$ cat config.mk
export PLATFORM = sky130hd
export DESIGN_NAME = seven_seg_scan_ctrl
export DESIGN_NICKNAME = d
export VERILOG_FILES = /design/src/rtl/seven_seg_scan_ctrl.sv
export SDC_FILE = /design/constraint.sdc
export NUM_CORES = 1
export LEC_CHECK = 0
export BUFFER_PORTS_ARGS = -buffer_cell sky130_fd_sc_hd__buf_4
export CORE_AREA = 2 2 77 79
export CTS_CLUSTER_DIAMETER = 30
export CTS_CLUSTER_SIZE = 12
export DETAILED_ROUTE_END_ITERATION = 10
export DIE_AREA = 0 0 79 81
export PLACE_DENSITY_LB_ADDON = 0.2
export SYNTH_ARGS = -nofsm -noshare
export SYNTH_HDL_FRONTEND = slang
export SYNTH_SLANG_ARGS = --single-unit
$ cat constraint.sdc
create_clock -name clk -period 7.42 [get_ports clk]
set_input_delay 1.113 -clock clk [delete_from_list [all_inputs] [get_ports clk]]
set_output_delay 1.113 -clock clk [all_outputs]
set_load 0.02 [all_outputs]
$ cat src/rtl/seven_seg_scan_ctrl.sv
// seven_seg_scan_ctrl
// ---------------------------------------------------------------------------
// Time-multiplexing scan controller for a common-anode multi-digit 7-segment
// display that shares one BCD-to-7-segment decoder. A frame of hex nibbles is
// held in a display register and presented one digit per slot on bcd_out,
// together with the matching active-low digit enable on an_n. An optional dark
// gap separates slots to suppress ghosting. New frames arrive through a
// one-deep pending register and are only copied into the display register at
// a frame boundary (entry into the lit period of digit 0), so a frame is never
// shown torn.
//
// Optional build macro:
//   SEVEN_SEG_LEAD_ZERO_BLANK_EN - keep digit i>0 dark in its slot when
//   display nibbles i..NUM_DIGITS-1 are all zero. Slot timing, digit_idx and
//   frame_done are unaffected; digit 0 is never blanked.
//
// Ports:
//   clk         in   system clock, rising edge
//   rst_n       in   asynchronous active-low reset
//   enable      in   1 = scan, 0 = display dark and idle
//   load_valid  in   load_data valid
//   load_ready  out  controller can accept a frame
//   load_data   in   4*NUM_DIGITS, nibble i in [4i+3:4i], digit 0 rightmost
//   bcd_out     out  4, nibble to the shared decoder
//   an_n        out  NUM_DIGITS, active-low digit enables (one-cold or all 1s)
//   digit_idx   out  index of the current slot
//   frame_done  out  one-cycle pulse in the last lit cycle of the last digit
//   state_dbg   out  current FSM state (IDLE=0, ON=1, GAP=2) for checkers
//
// Load handshake: a transfer happens on a rising clk edge where load_valid
// and load_ready are both 1. load_data is captured into the pending register
// and load_ready is 0 from the next cycle until the pending frame has been
// moved to the display at a frame boundary; load_data is ignored while
// load_ready is 0. The producer may hold load_valid as long as it likes.
// ---------------------------------------------------------------------------
module seven_seg_scan_ctrl #(
  parameter int NUM_DIGITS      = 4,
  parameter int TICKS_PER_DIGIT = 50000,
  parameter int GAP_TICKS       = 500
) (
  input  logic                            clk,
  input  logic                            rst_n,
  input  logic                            enable,
  input  logic                            load_valid,
  output logic                            load_ready,
  input  logic [4*NUM_DIGITS-1:0]         load_data,
  output logic [3:0]                      bcd_out,
  output logic [NUM_DIGITS-1:0]           an_n,
  output logic [$clog2(NUM_DIGITS)-1:0]   digit_idx,
  output logic                            frame_done,
  output logic [1:0]                      state_dbg
);

  localparam int IW   = $clog2(NUM_DIGITS);
  localparam int MAXT = (TICKS_PER_DIGIT > GAP_TICKS) ? TICKS_PER_DIGIT : GAP_TICKS;
  localparam int CW   = $clog2(MAXT + 1);

  localparam logic [CW-1:0] ON_LAST  = CW'(TICKS_PER_DIGIT - 1);
  // GAP is never entered when GAP_TICKS is 0, so its terminal count is moot.
  localparam logic [CW-1:0] GAP_LAST = (GAP_TICKS > 0) ? CW'(GAP_TICKS - 1) : '0;
  localparam logic [IW-1:0] IDX_LAST = IW'(NUM_DIGITS - 1);

  localparam logic [1:0] S_IDLE = 2'd0;
  localparam logic [1:0] S_ON   = 2'd1;
  localparam logic [1:0] S_GAP  = 2'd2;

  logic [1:0]              state;
  logic [CW-1:0]           cnt;
  logic [4*NUM_DIGITS-1:0] display;
  logic [4*NUM_DIGITS-1:0] pending;

  logic [1:0]              nxt_state;
  logic [CW-1:0]           nxt_cnt;
  logic [IW-1:0]           nxt_idx;
  logic [IW-1:0]           wrap_idx;
  logic                    boundary;
  logic [4*NUM_DIGITS-1:0] nxt_display;
  logic                    blank;
  logic                    lit;
  logic [NUM_DIGITS-1:0]   nxt_an;
  logic [3:0]              nxt_bcd;
  logic                    nxt_fd;

  assign state_dbg = state;
  assign wrap_idx  = (digit_idx == IDX_LAST) ? '0 : digit_idx + 1'b1;

  // Next-state / slot sequencing. boundary marks the edge that enters the lit
  // period of digit 0, which is the only point a pending frame may land.
  always_comb begin
    nxt_state = state;
    nxt_cnt   = cnt;
    nxt_idx   = digit_idx;
    boundary  = 1'b0;
    if (!enable) begin
      nxt_state = S_IDLE;
      nxt_cnt   = '0;
      nxt_idx   = '0;
    end else begin
      case (state)
        S_IDLE: begin
          nxt_state = S_ON;
          nxt_cnt   = '0;
          nxt_idx   = '0;
          boundary  = 1'b1;
        end
        S_ON: begin
          if (cnt == ON_LAST) begin
            nxt_cnt = '0;
            if (GAP_TICKS > 0) begin
              nxt_state = S_GAP;
            end else begin
              nxt_idx  = wrap_idx;
              boundary = (digit_idx == IDX_LAST);
            end
          end else begin
            nxt_cnt = cnt + 1'b1;
          end
        end
        S_GAP: begin
          if (cnt == GAP_LAST) begin
            nxt_state = S_ON;
            nxt_cnt   = '0;
            nxt_idx   = wrap_idx;
            boundary  = (digit_idx == IDX_LAST);
          end else begin
            nxt_cnt = cnt + 1'b1;
          end
        end
        default: begin
          nxt_state = S_IDLE;
          nxt_cnt   = '0;
          nxt_idx   = '0;
        end
      endcase
    end
  end

  // A full pending register (load_ready low) is applied at the boundary; the
  // outputs below are derived from the post-boundary display so the first
  // lit cycle of a new frame already shows the new nibble.
  assign nxt_display = (boundary && !load_ready) ? pending : display;

`ifdef SEVEN_SEG_LEAD_ZERO_BLANK_EN
  // hi_zero[i] = nibbles i..NUM_DIGITS-1 of the next display are all zero.
  logic [NUM_DIGITS-1:0] hi_zero;
  always_comb begin : zero_scan
    logic acc;
    acc     = 1'b1;
    hi_zero = '0;
    for (int i = NUM_DIGITS - 1; i >= 0; i--) begin
      acc        = acc & (nxt_display[4*i +: 4] == 4'd0);
      hi_zero[i] = acc;
    end
  end
  assign blank = (nxt_idx != '0) && hi_zero[nxt_idx];
`else
  assign blank = 1'b0;
`endif

  assign lit = (nxt_state == S_ON) && !blank;

  always_comb begin
    nxt_an = '1;
    if (lit) nxt_an[nxt_idx] = 1'b0;
  end

  // bcd_out follows the slot during ON and holds through GAP and IDLE, so the
  // nibble and the enable always change on the same edge.
  assign nxt_bcd = (nxt_state == S_ON) ? nxt_display[{nxt_idx, 2'b00} +: 4] : bcd_out;
  assign nxt_fd  = (nxt_state == S_ON) && (nxt_idx == IDX_LAST) && (nxt_cnt == ON_LAST);

  always_ff @(posedge clk or negedge rst_n) begin
    if (!rst_n) begin
      state      <= S_IDLE;
      cnt        <= '0;
      digit_idx  <= '0;
      an_n       <= '1;
      bcd_out    <= 4'd0;
      frame_done <= 1'b0;
      display    <= '0;
      pending    <= '0;
      load_ready <= 1'b1;
    end else begin
      state      <= nxt_state;
      cnt        <= nxt_cnt;
      digit_idx  <= nxt_idx;
      an_n       <= nxt_an;
      bcd_out    <= nxt_bcd;
      frame_done <= nxt_fd;
      display    <= nxt_display;
      // Apply and accept are exclusive: apply needs load_ready low, accept
      // needs it high. A frame accepted on a boundary edge waits a frame.
      if (boundary && !load_ready) begin
        pending    <= '0;
        load_ready <= 1'b1;
      end else if (load_valid && load_ready) begin
        pending    <= load_data;
        load_ready <= 1'b0;
      end
    end
  end

endmodule

======== Word-level counts from Yosys, hierarchy flattened ========
Index checks and enable logic that the tools add are counted.
cells by class
  equality and inequality tests ........... 8
  bitwise logic cells ..................... 1
  $add $sub $neg .......................... 2
  mux-type cells .......................... 23
  reductions and logical operators ........ 8
  $lt $le $gt $ge ......................... 2
  shifts and indexed selects .............. 1
operator list
  operator               count
  $mux 16                6
  $eq 16x16->1 const B   2
  $pmux 16 s2            1
  $add 16x1->16 const B  1
  $eq 16x9->1 const B    1
  $shiftx 16x5->4        1
  $mux 2                 6
  $eq 2x2->1 const B     3
  $pmux 2 s3             1
  $logic_and 1x1->1      5
  $mux 1                 5
  $eq 2x1->1 const B     2
  $mux 4                 1
  $not 4->4              1
  $pmux 2 s2             1
  $lt 2x3->1 const B     1
  $add 2x1->2 const B    1
  $demux 1 s2            1
  $ge 2x1->1 const B     1
  $logic_not 2->1        1
  $pmux 1 s2             1
  $reduce_bool 2->1      1
  $logic_not 1->1        1
storage, ports and cells
  output and inout port bits .............. 14
  flip-flop bits (word level) ............. 62
  logic and storage cells ................. 54
  bits of input ports ..................... 20

======== Depth between registers and ports, before layout ========
Gate-level depths: netlist of run 1.
  word-level depth ........................ 11
  gate-level depth with buffers ........... 10
  gate-level depth less buffers ........... 8

======== Worst setup path after synthesis of run 1 ========
No wires, ideal clock.
  kind .................................... register -> register
  start point ............................. reg cnt[0]
  end point ............................... reg frame_done
  clock period less this slack ............ 2523 ps
  buffers on the path ..................... 2
  data arrival time ....................... 2443 ps
  slack ................................... 4897 ps
  data required time ...................... 7340 ps
  setup time .............................. 80 ps
  stages on the path, launching flop included .. 10
  cell sequence ........................... dfrtp_1 -> ha_1 -> or4b_1 -> buf_2 -> o41ai_4 -> a21o_1 -> buf_6 -> nor2_2 -> or4_4 -> nor3_2
on the way
  elaborated cells between the ends (all ways) .. 19
  classes of those cells .................. 1 x add/sub; 5 x eq/ne; 11 x mux; 2 x reduce/logical
RTL lines
  item                                   line      source
  start: declaration                     68        logic [CW-1:0] cnt;
  start signal: assignment               185       cnt <= nxt_cnt;
  $add 16x1->16 (tied with other cells)  116, 126
  $mux 16, on equally long branches      120, 107
  $pmux 16 s2 (*)                        99        case (state)
  $mux 16 (*)                            94        if (!enable) begin
  net nxt_cnt[12]                        73        logic [CW-1:0] nxt_cnt;
  $eq 16x16->1 (*)                       170       assign nxt_fd = (nxt_state == S_ON) && (nxt_idx == IDX_LAST) && (nxt_cnt == ON_LAST);
  $logic_and 1x1->1 (*)                  170
  net nxt_fd                             82        logic nxt_fd;
  end signal: assignment                 189       frame_done <= nxt_fd;
  end: declaration                       50        output logic frame_done,
The timed path passes the listed nets; every way through them passes the cells marked *.
A chain may end at the register's enable or synchronous reset.

======== Worst setup path in the final report of run 1 ========
  start point ............................. reg cnt[0]
  end point ............................... reg pending[5]
on the way
  word-level cells in the longest chain between the ends .. 6
  elaborated cells between the ends (all ways) .. 7
  classes of those cells .................. 1 x eq/ne; 4 x mux; 2 x reduce/logical
RTL lines
  item                                                 line  source
  $eq 16x9->1 (*)                                      120   if (cnt == GAP_LAST) begin
  $mux 1 (*)                                           120
  $pmux 1 s2 (*)                                       99
  $mux 1 (*)                                           94
  $logic_and 1x1->1 (*)                                193   if (boundary && !load_ready) begin
  $mux 16 / $reduce_bool 2->1 (equally long branches)  --
  end signal: assignment                               197   pending <= load_data;
  end: declaration                                     70    logic [4*NUM_DIGITS-1:0] pending;
Every way passes the cells marked *; elsewhere a longest branch is shown, timed or not.

==> results.toml, run 1 <==
[timing]
rsz0062_at_grt = "no"
finalCritPeriodShare = 0.4721
worstMarginPinSlew_ns = 1.068
timing.final.hold_violations = 0
fin_crit_ns = 3.503
fmax_ghz = 0.2855
maxSlewHeadroom = 0.2818
clock_skew_ns = 0.01447
finalSetupTns_ns = 0
slew_viol_final = 0
setup_viol_count_final = 0

[flow_run]
cap_viol_max_count = 0

[pwr]
p_total_w = 0.001182
peakVddDrop_mv = 0.2373
leakage_nw = 1.583
pwr_density_cell_nw_per_um2 = 310.1

[clock_tree]
h-tree-depth = 3
ctsHoldBuffers = 0
numClockSinks = 62
clock_path_buffers = 2
root_buffer = "clkbuf_8"
clk_pin_slew_ns = 0.07
clock_latency_ns = 0.34
cts_tree = "built"
cts_resized = 0
post_cts_buffers = 0
cts_buffers = 9

[synthesis]
synth_ff_type = "dfrtp_1"
synth_area_leaders = "dfrtp_1 (42%), a22o_1 (4.2%), dfstp_2 (3.9%)"
yosys.area_share.simple = 0.2141
synth_compound_area_frac = 0.2052
synth-edff-count = 0
syn_inst = 332
ys_types = 58
yosysSeqAreaShare = 0.4620
synth_fp_nets = 358
ys_warn_count = 0
yosys.area.top_type = "dfrtp_1"
netlist_area_um2 = 3372
synth_fa_ha_area_frac = 0.02226
yosysMostFrequentCell = "dfrtp_1"
synth-xor-area-share = 0.04416
synth_top_cell_area_share = 0.4230
avgSynthCellArea_um2 = 10.16
synth_common_cells = "dfrtp_1 (57), nor2_1 (35), nand2_1 (23)"
ys_seq_elements = 62
muxShareOfSynthArea = 0.002968
synthArstFlopShare = 1.000
synth_top_family_by_area = "simple AND/OR/NAND/NOR gates"

[outcome]
status = "complete, no violations"

[die]
design.portCount = 34
core_um2 = 5675
dieHeight_um = 81
die-area_um2 = 6399
num_rows = 28
die_x_um = 79
start_util = 0.5941

[global_routing]
track_usage = 0.2498
antenna_found_initial = 0
grt_pass1_vias = 2501
grt_pass1_wl_mm = 12.33
overflow = 0
grt_max_degree = 63

[layout]
fin_nets = 379
fin_cells = 433
nFillCells = 460
drive_gt1_frac = 0.1844
diodes = 0
syn2layout_area_growth_pct = 13.06

[drt]
routed_wl_mm = 7.621
dr.pass1.iters = 5
vias_per_cell = 6.432
drt-wirelength-per-cell_um = 17.60
ant_nets = 0
drc = 0
dr_total_vias = 2785
drtIter0Drc = 157

[worst_setup_path]
slowest_stage = "nor4_2"
critPathMaxFanout = 16
cp-end-kind = "flop"
cp.required_ns = 7.64
path_class = "reg -> reg"
crit_chain = "ha_1, or4b_1, nor4_2, a21oi_1, nor2_1, nor2_1, a22o_1"
max_stage_delay_ns = 0.96
cp_common_cell = "nor2_1"
cp-start-kind = "flop"
cp_data_arrival_time_ns = 3.73
reg2reg_slack_ns = 3.92

[placed_design]
gp_congestion = 0.8423
dp.cells = 417
place_hpwl_mm = 5.284
io_buffers = 33

[hold_path]
hold_class = "reg -> reg"
-- state kept, by name, indices dropped and copies added (netlist names) --
register	cells
digit_idx	2
state_dbg	2
cnt	16
load_ready	1
display	16
bcd_out	4
pending	16
an_n	4
frame_done	1
-- worst paths after layout --
check / start / to / depth (start not counted)
worst max-delay path: cnt[0] / pending[5] / 7
worst min-delay path: pending[9] / pending[9] / 1
worst max register to register: cnt[0] / pending[5] / 7
worst min register to register: pending[9] / pending[9] / 1
max in group asynchronous: rst_n / cnt[13] / 1
min in group asynchronous: rst_n / cnt[9] / 1
-- final cells by class --
type | count | area (µm²) | share of cell area
timing repair buffer | 35 | 262.8 | 0.06892
clock buffer | 13 | 158.9 | 0.04168
tap | 75 | 93.84 | 0.02461
inverter | 13 | 48.80 | 0.01280
clock inverter | 3 | 42.54 | 0.01116
sequential | 62 | 1558 | 0.4086
multi-input combinational | 232 | 1648 | 0.4322
-- critical path: cells and delay by family, from the launching register on --
family | cells | cell delay [ns]
adder cells (fa/ha/maj) | 1 | 0.25
flip-flops | 1 | 0.41
AO/OA/AOI/OAI | 2 | 0.71
AND/OR/NAND/NOR | 4 | 2.02
-- power by group --
| group | internal (W) | total [W] | switching (W) |
|---|---|---|---|
| sequential | 0.000440 | 0.000506 | 0.0000661 |
| clock | 0.000173 | 0.000305 | 0.000132 |
| combinational | 0.000154 | 0.000371 | 0.000217 |
-- placed cells by master, fill, tap and decap left out, types with 5 or more instances in the layout --
cell type   n
nand2_1    23
dfstp_2     5
nor2_1     35
nor2b_1     5
inv_1      13
nand4_1    20
ha_1        6
xor2_1     10
o41ai_1     5
xnor2_1     7
o311ai_0    8
a31oi_1     8
nand3_1     9
a221oi_1    6
a22o_1     16
buf_4      35
o211ai_1    9
dfrtp_1    57
and4b_1     5
clkbuf_8   11
-- metrics by stage --
stage          utilization  worst slack (ns)  cell area [µm²]  hold slack, ns
4_1_cts             0.6717             3.935             3812          0.5079
6_report            0.6717             3.917             3812          0.5098
3_3_place_gp        0.6362             4.056             3611          0.4841
2_1_floorplan            -             4.897             3372          0.4655
3_5_place_dp        0.6362             3.946             3611          0.4831
5_1_grt             0.6717             3.553             3812          0.5259
-- kinds of logic (layout without fill, tap and decap cells) --
kind of cell             count (synthesis)  after routing
flip-flops                              62             62
multiplexers                             1              1
AND/OR/NAND/NOR                        130            130
XOR/XNOR                                17             17
buffers and inverters                   38             64
AO/OA/AOI/OAI                           78             78
adder cells (fa/ha/maj)                  6              6
-- routing by layer --
metal | global-route usage | vias up | part of all wire
met3 | 0.06556 | 14 | 0.047
met4 | 0.07586 | 0 | 0.016
li1 | - | 1304 | -
met5 | 0 | - | 0
met2 | 0.4237 | 99 | 0.51
met1 | 0.3158 | 1368 | 0.43
Note: power is estimated with default switching activity, not from simulation.
==> run 2, diff against run 1 <==
ABC_AREA = 1   (was default)
CORE_AREA = 2 2 78 80   (was 2 2 77 79)
DIE_AREA = 0 0 80 82   (was 0 0 79 81)
clock period = 3.45 ns   (was 7.42 ns; I/O delays follow)
==> run 2 against run 1 <==
Effect of this change: sequential power rose by 76%; combinational power down 8.6%; worst hold slack got worse by 0.26 ns; area after synthesis decreased by 4.5%; fmax grew 56%; global-route usage decreased by 2.2 points; design area fell by 2.7%; core utilization fell by 2.6 points; largest cell class is now registers; sequential cell count stayed put; non-clock buffer count decreased by 1; via count shrank 4.7%; clock power up 130%.
==> results.toml, run 2 <==
[placed_design]
io_buffers = 33
gp_congestion = 0.8671
place_hpwl_mm = 4.910
place_area_um2 = 3493

[worst_setup_path]
cp-end-kind = "flop"
reg2reg_slack_ns = 1.20
r2r_end = "frame_done"
cp.required_ns = 3.73
cp-start-kind = "flop"
critical-path-top-delay-family = "simple AND/OR/NAND/NOR gates"
reg2regPathDepth = 15
critPathMaxFanout = 11
cp_data_arrival_time_ns = 2.52
cp_num_buf_inv = 3
path_class = "reg -> reg"
cp_common_cell = "nand2_1"
max_stage_delay_ns = 0.39
r2r_start = "cnt[0]"
crit_chain = "ha_1, nand2_1, inv_1, nand2_1, nor2_4, nand2_2, nand2_1, nand2_1, clkinv_1, nand2_1, inv_2, nand3_1, nor2_1, nand2_1, nor3_2"
slowest_stage = "dfrtp_1"

[die]
die_x_um = 80
core_um2 = 5746
die-area_um2 = 6560
design.portCount = 34
dieHeight_um = 82
num_rows = 28
start_util = 0.5603

[drt]
ant_nets = 0
dr_total_vias = 2654
vias_per_cell = 5.084
drt-wirelength-per-cell_um = 13.05
routed_wl_mm = 6.813
drc = 0
drtIter0Drc = 107
dr.pass1.iters = 4

[synthesis]
synth_ff_type = "dfrtp_1"
synthArstFlopShare = 1.000
muxShareOfSynthArea = 0
synth_fp_nets = 435
ys_warn_count = 0
avgSynthCellArea_um2 = 7.871
synth_area_leaders = "dfrtp_1 (44%), nand2_1 (14%), nand3_1 (11%)"
synth-edff-count = 0
yosys.area.top_type = "dfrtp_1"
synth_top_family_by_area = "simple AND/OR/NAND/NOR gates"
yosysSeqAreaShare = 0.4839
netlist_area_um2 = 3219
ys_types = 28
syn_inst = 409
synth_compound_area_frac = 0.01827
synth-xor-area-share = 0.02449
synth_common_cells = "nand2_1 (118), nand3_1 (68), dfrtp_1 (57)"
yosysMostFrequentCell = "nand2_1"
synth_fa_ha_area_frac = 0.02332
yosys.area_share.simple = 0.3649
synth_top_cell_area_share = 0.4431
ys_seq_elements = 62

[timing]
fmax_ghz = 0.4449
slew_viol_final = 0
maxSlewHeadroom = 0.4960
clock_skew_ns = 0.006789
setup_viol_count_final = 0
finalSetupTns_ns = 0
fin_crit_ns = 2.248
timing.final.hold_violations = 0
worstMarginPinSlew_ns = 0.7560
rsz0062_at_grt = "no"
finalCritPeriodShare = 0.6516

[hold_path]
hold_class = "in -> async"

[global_routing]
track_usage = 0.2275
grt_pass1_vias = 2526
overflow = 0
antenna_found_initial = 0
grt_max_degree = 63
grt_pass1_wl_mm = 11.37

[pwr]
power_frac_seq = 0.460
p_comb_frac = 0.175
intPower_w = 0.001394
clkPwrFrac = 0.365
leakage_nw = 1.983
p_total_w = 0.001935
pwr_density_cell_nw_per_um2 = 521.8
p_switching_w = 0.0005418
p_sw_frac = 0.2799
peakVddDrop_mv = 0.3282

[clock_tree]
root_buffer = "clkbuf_8"
clock_path_buffers = 2
h-tree-depth = 3
cts_tree = "built"
ctsHoldBuffers = 0
post_cts_buffers = 0
clock_latency_ns = 0.35
clk_pin_slew_ns = 0.07
numClockSinks = 62
cts_resized = 0
cts_buffers = 9

[flow_run]
cap_viol_max_count = 0

[layout]
reg_top3 = "cnt x16, display x16, pending x16"
fin_nets = 468
diodes = 0
final_cell_mix = "nand2_1 (118), nand3_1 (68), dfrtp_1 (57)"
layout_commonest_cell = "nand2_1"
fin_area_um2 = 3709
syn2layout_area_growth_pct = 15.20
drive_gt1_frac = 0.1678
fin_util = 0.6455

[outcome]
status = "complete, no violations"
==> run 2: cell count changes after synthesis, moves of 10 or more <==
cell / before / now
nand3_1: 9 / 68
inv_1: 13 / 49
nand4_1: 20 / 6
nand2_2: 0 / 10
a22o_1: 16 / 0
nand2_1: 23 / 118
==> run 2: cells by family after synthesis <==
group	count (synthesis)
AOI/OAI and AO/OA	11
buffers and inverters	65
adders and majority gates	6
and+or+nand+nor	256
xor gates and xnor gates	9
DFF	62
==> run 2: per-stage QoR <==
stage	std cells	hold slack, ns	worst slack (ns)
after global routing	522	0.3142	0.9138
after global placement	506	0.4582	1.248
final	522	0.2472	1.202
after detailed placement	506	0.4720	1.215
after floorplan	409	0.2219	1.615
after CTS	522	0.2793	1.203
==> run 2: power by group through the flow <==
stage | Sequential (W) | Combinational, W | Clock [W]
after CTS | 0.000890 | 0.000342 | 0.000711
after detailed placement | 0.000903 | 0.000338 | 0
after global routing | 0.000901 | 0.000385 | 0.000740
after floorplan | 0.000902 | 0.000221 | 0
final | 0.000890 | 0.000339 | 0.000706
after global placement | 0.000897 | 0.000334 | 0
==> run 2: metal layers <==
layer | global-route usage | up-vias | wire, µm
li1 | - | 1344 | -
met1 | 0.2889 | 1218 | 3100
met2 | 0.3725 | 76 | 3227
met3 | 0.03736 | 16 | 321
met4 | 0.1254 | 0 | 163
met5 | 0 | - | 0
==> run 2: how the worst max path moves through the flow <==
stage | slack [ns] | depth (start not counted) | to | start
after detailed placement | 1.21 | 15 | frame_done | cnt[0]
after floorplan | 1.61 | 11 | pending[0] | state_dbg[0]
final | 1.20 | 15 | frame_done | cnt[0]
after CTS | 1.20 | 15 | frame_done | cnt[0]
after global placement | 1.25 | 15 | frame_done | cnt[0]
after global routing | 0.91 | 15 | frame_done | cnt[0]
==> run 2: worst reg2reg max path: cells and delay by family (launching register included) <==
kind                       cells  cell delay [ns]
and+or+nand+nor               11             1.18
DFF                            1             0.39
buffers and inverters          3             0.38
adders and majority gates      1             0.22
==> run 2: area by class of cell <==
type | instances | area [µm²]
Fill cell | 496 | 2037
Sequential cell | 62 | 1558
Inverter | 53 | 198.9
Multi-Input combinational cell | 282 | 1388
Timing Repair Buffer | 34 | 255.2
Clock buffer | 12 | 145.1
Clock inverter | 4 | 70.07
Tap cell | 75 | 93.84
==> run 3, diff against run 2 <==
clock period = 2.08 ns   (was 3.45 ns; I/O delays follow)
==> run 3 against run 2 <==
Effect of this change: non-clock buffer count is 16 higher; clock skew is 0.00096 ns higher; first-iteration DRC count is 44% higher; worst setup slack worse by 1.1 ns; design area is 8.2% higher; cell count is 3.3% higher; routed wire length is 8.6% higher; worst hold slack worse by 0.22 ns; die area stayed put; combinational power is 110% higher; critical endpoint is now bcd_out[2].
==> results.toml, run 3 (synthesis results as in run 2) <==
[drt]
dr_total_vias = 2745
drt-wirelength-per-cell_um = 13.73
dr.pass1.iters = 4
drc = 0
routed_wl_mm = 7.402
vias_per_cell = 5.093
drtIter0Drc = 154
ant_nets = 0

[pwr]
peakVddDrop_mv = 0.5140
p_total_w = 0.003205
pwr_density_cell_nw_per_um2 = 798.7
leakage_nw = 2.101

[worst_setup_path]
crit_end = "bcd_out[2]"
r2r_end = "bcd_out[2]"
path_depth = 16
cp-start-kind = "flop"
critPathMaxFanout = 8
cp_data_arrival_time_ns = 2.27
cp-end-kind = "flop"
cp_num_buf_inv = 2
critical-path-top-delay-family = "simple AND/OR/NAND/NOR gates"
path_class = "reg -> reg"
cp.required_ns = 2.36
cp_common_cell = "nand2_1"
crit_chain = "ha_2, nand2_1, inv_1, nand2_2, nor2_4, nand3_2, nand2_4, buf_12, nand3_2, nand2_2, nand2_1, nand2_1, nand2_1, nand2_1, nand2_1, nand2_1"
slowest_stage = "dfrtp_1"
max_stage_delay_ns = 0.40
crit_start = "cnt[0]"
reg2regPathDepth = 16
r2r_start = "cnt[0]"
reg2reg_slack_ns = 0.09

[global_routing]
grt_pass1_vias = 2630
overflow = 0
grt_max_degree = 63
antenna_found_initial = 0
track_usage = 0.2410
grt_pass1_wl_mm = 12.03

[layout]
fin_util = 0.6984
syn2layout_area_growth_pct = 24.64
drive_gt1_frac = 0.2629
reg_top3 = "cnt x16, display x16, pending x16"
nFillCells = 478
fin_cells = 539
diodes = 0
layout_commonest_cell = "nand2_1"
final_cell_mix = "nand2_1 (107), dfrtp_1 (57), nand3_1 (53)"
fin_nets = 485

[outcome]
status = "complete, no violations"

[clock_tree]
clk_pin_slew_ns = 0.07
h-tree-depth = 3
cts_tree = "built"
clock_path_buffers = 2
numClockSinks = 62
clock_latency_ns = 0.34
root_buffer = "clkbuf_8"
cts_buffers = 9

[timing]
rsz0062_at_grt = "yes"
finalCritPeriodShare = 0.9584
fin_crit_ns = 1.993
clock_skew_ns = 0.007746
slew_viol_final = 0
hold_slack_ns = 0.03215
maxSlewHeadroom = 0.4888
timing.final.hold_violations = 0
worstMarginPinSlew_ns = 0.7669
setup_viol_count_final = 0
fmax_ghz = 0.5016

[placed_design]
dp.cells = 515
io_buffers = 33
gp_congestion = 0.8836
place_hpwl_mm = 5.024

[hold_path]
hold_class = "in -> async"

[die]
design.portCount = 34
die_x_um = 80
core_um2 = 5746
dieHeight_um = 82
num_rows = 28
start_util = 0.5603
die-area_um2 = 6560

[flow_run]
cap_viol_max_count = 0
-- run 3: final cells by class --
| class | count | area, µm² | area share |
|---|---|---|---|
| Multi-Input combinational cell | 283 | 1575 | 0.3926 |
| Tap cell | 75 | 93.84 | 0.02339 |
| Clock inverter | 4 | 47.55 | 0.01185 |
| Clock buffer | 12 | 135.1 | 0.03368 |
| Sequential cell | 62 | 1558 | 0.3882 |
| Inverter | 53 | 203.9 | 0.05083 |
| Timing Repair Buffer | 50 | 399.1 | 0.09947 |
-- run 3: layer usage --
| metal | track usage | wire, µm |
|---|---|---|
| met4 | 0.1068 | 149 |
| met3 | 0.04615 | 355 |
| met2 | 0.3983 | 3634 |
| met1 | 0.3098 | 3263 |
| met5 | 0 | 0 |
-- run 3: worst min path at each step --
stage / endpoint / slack, ns
global route: cnt[14] / 0.1
floorplan: bcd_out[0] / 0.02
finish: cnt[10] / 0.03
global placement: cnt[11] / 0.43
CTS: cnt[10] / 0.07
detailed placement: cnt[10] / 0.44
-- run 3: metrics by stage --
step	instance area [µm²]	TNS, ns	setup WS (ns)
2_1_floorplan	3219	0	0.2447
6_report	4013	0	0.08653
4_1_cts	3746	0	0.01092
5_1_grt	4013	-0.3196	-0.08567
3_5_place_dp	3561	0	0.01895
3_3_place_gp	3561	0	0.03765
-- run 3: repair_timing --
action / CTS / global route
buffers inserted: 0 / 7
pin swaps: 0 / 21
cloned: 0 / 1
resized for setup: 1 / 48
hold buffers: 0 / 0
setup endpoints to repair: 1 / 12
-- run 3: worst reg2reg max path, delay by kind of cell (launching register included) --
family | cells | cell delay, ns
flip-flops | 1 | 0.40
AND/OR/NAND/NOR | 13 | 1.08
adder cells (fa/ha/maj) | 1 | 0.22
buffers and inverters | 2 | 0.23
-- run 3: power by group --
group,internal (W),switching [W],total [W]
Sequential,0.00139,0.0000824,0.00147
Clock,0.000551,0.000472,0.00102
Combinational,0.000291,0.000420,0.000712
Total,0.00223,0.000975,0.00320
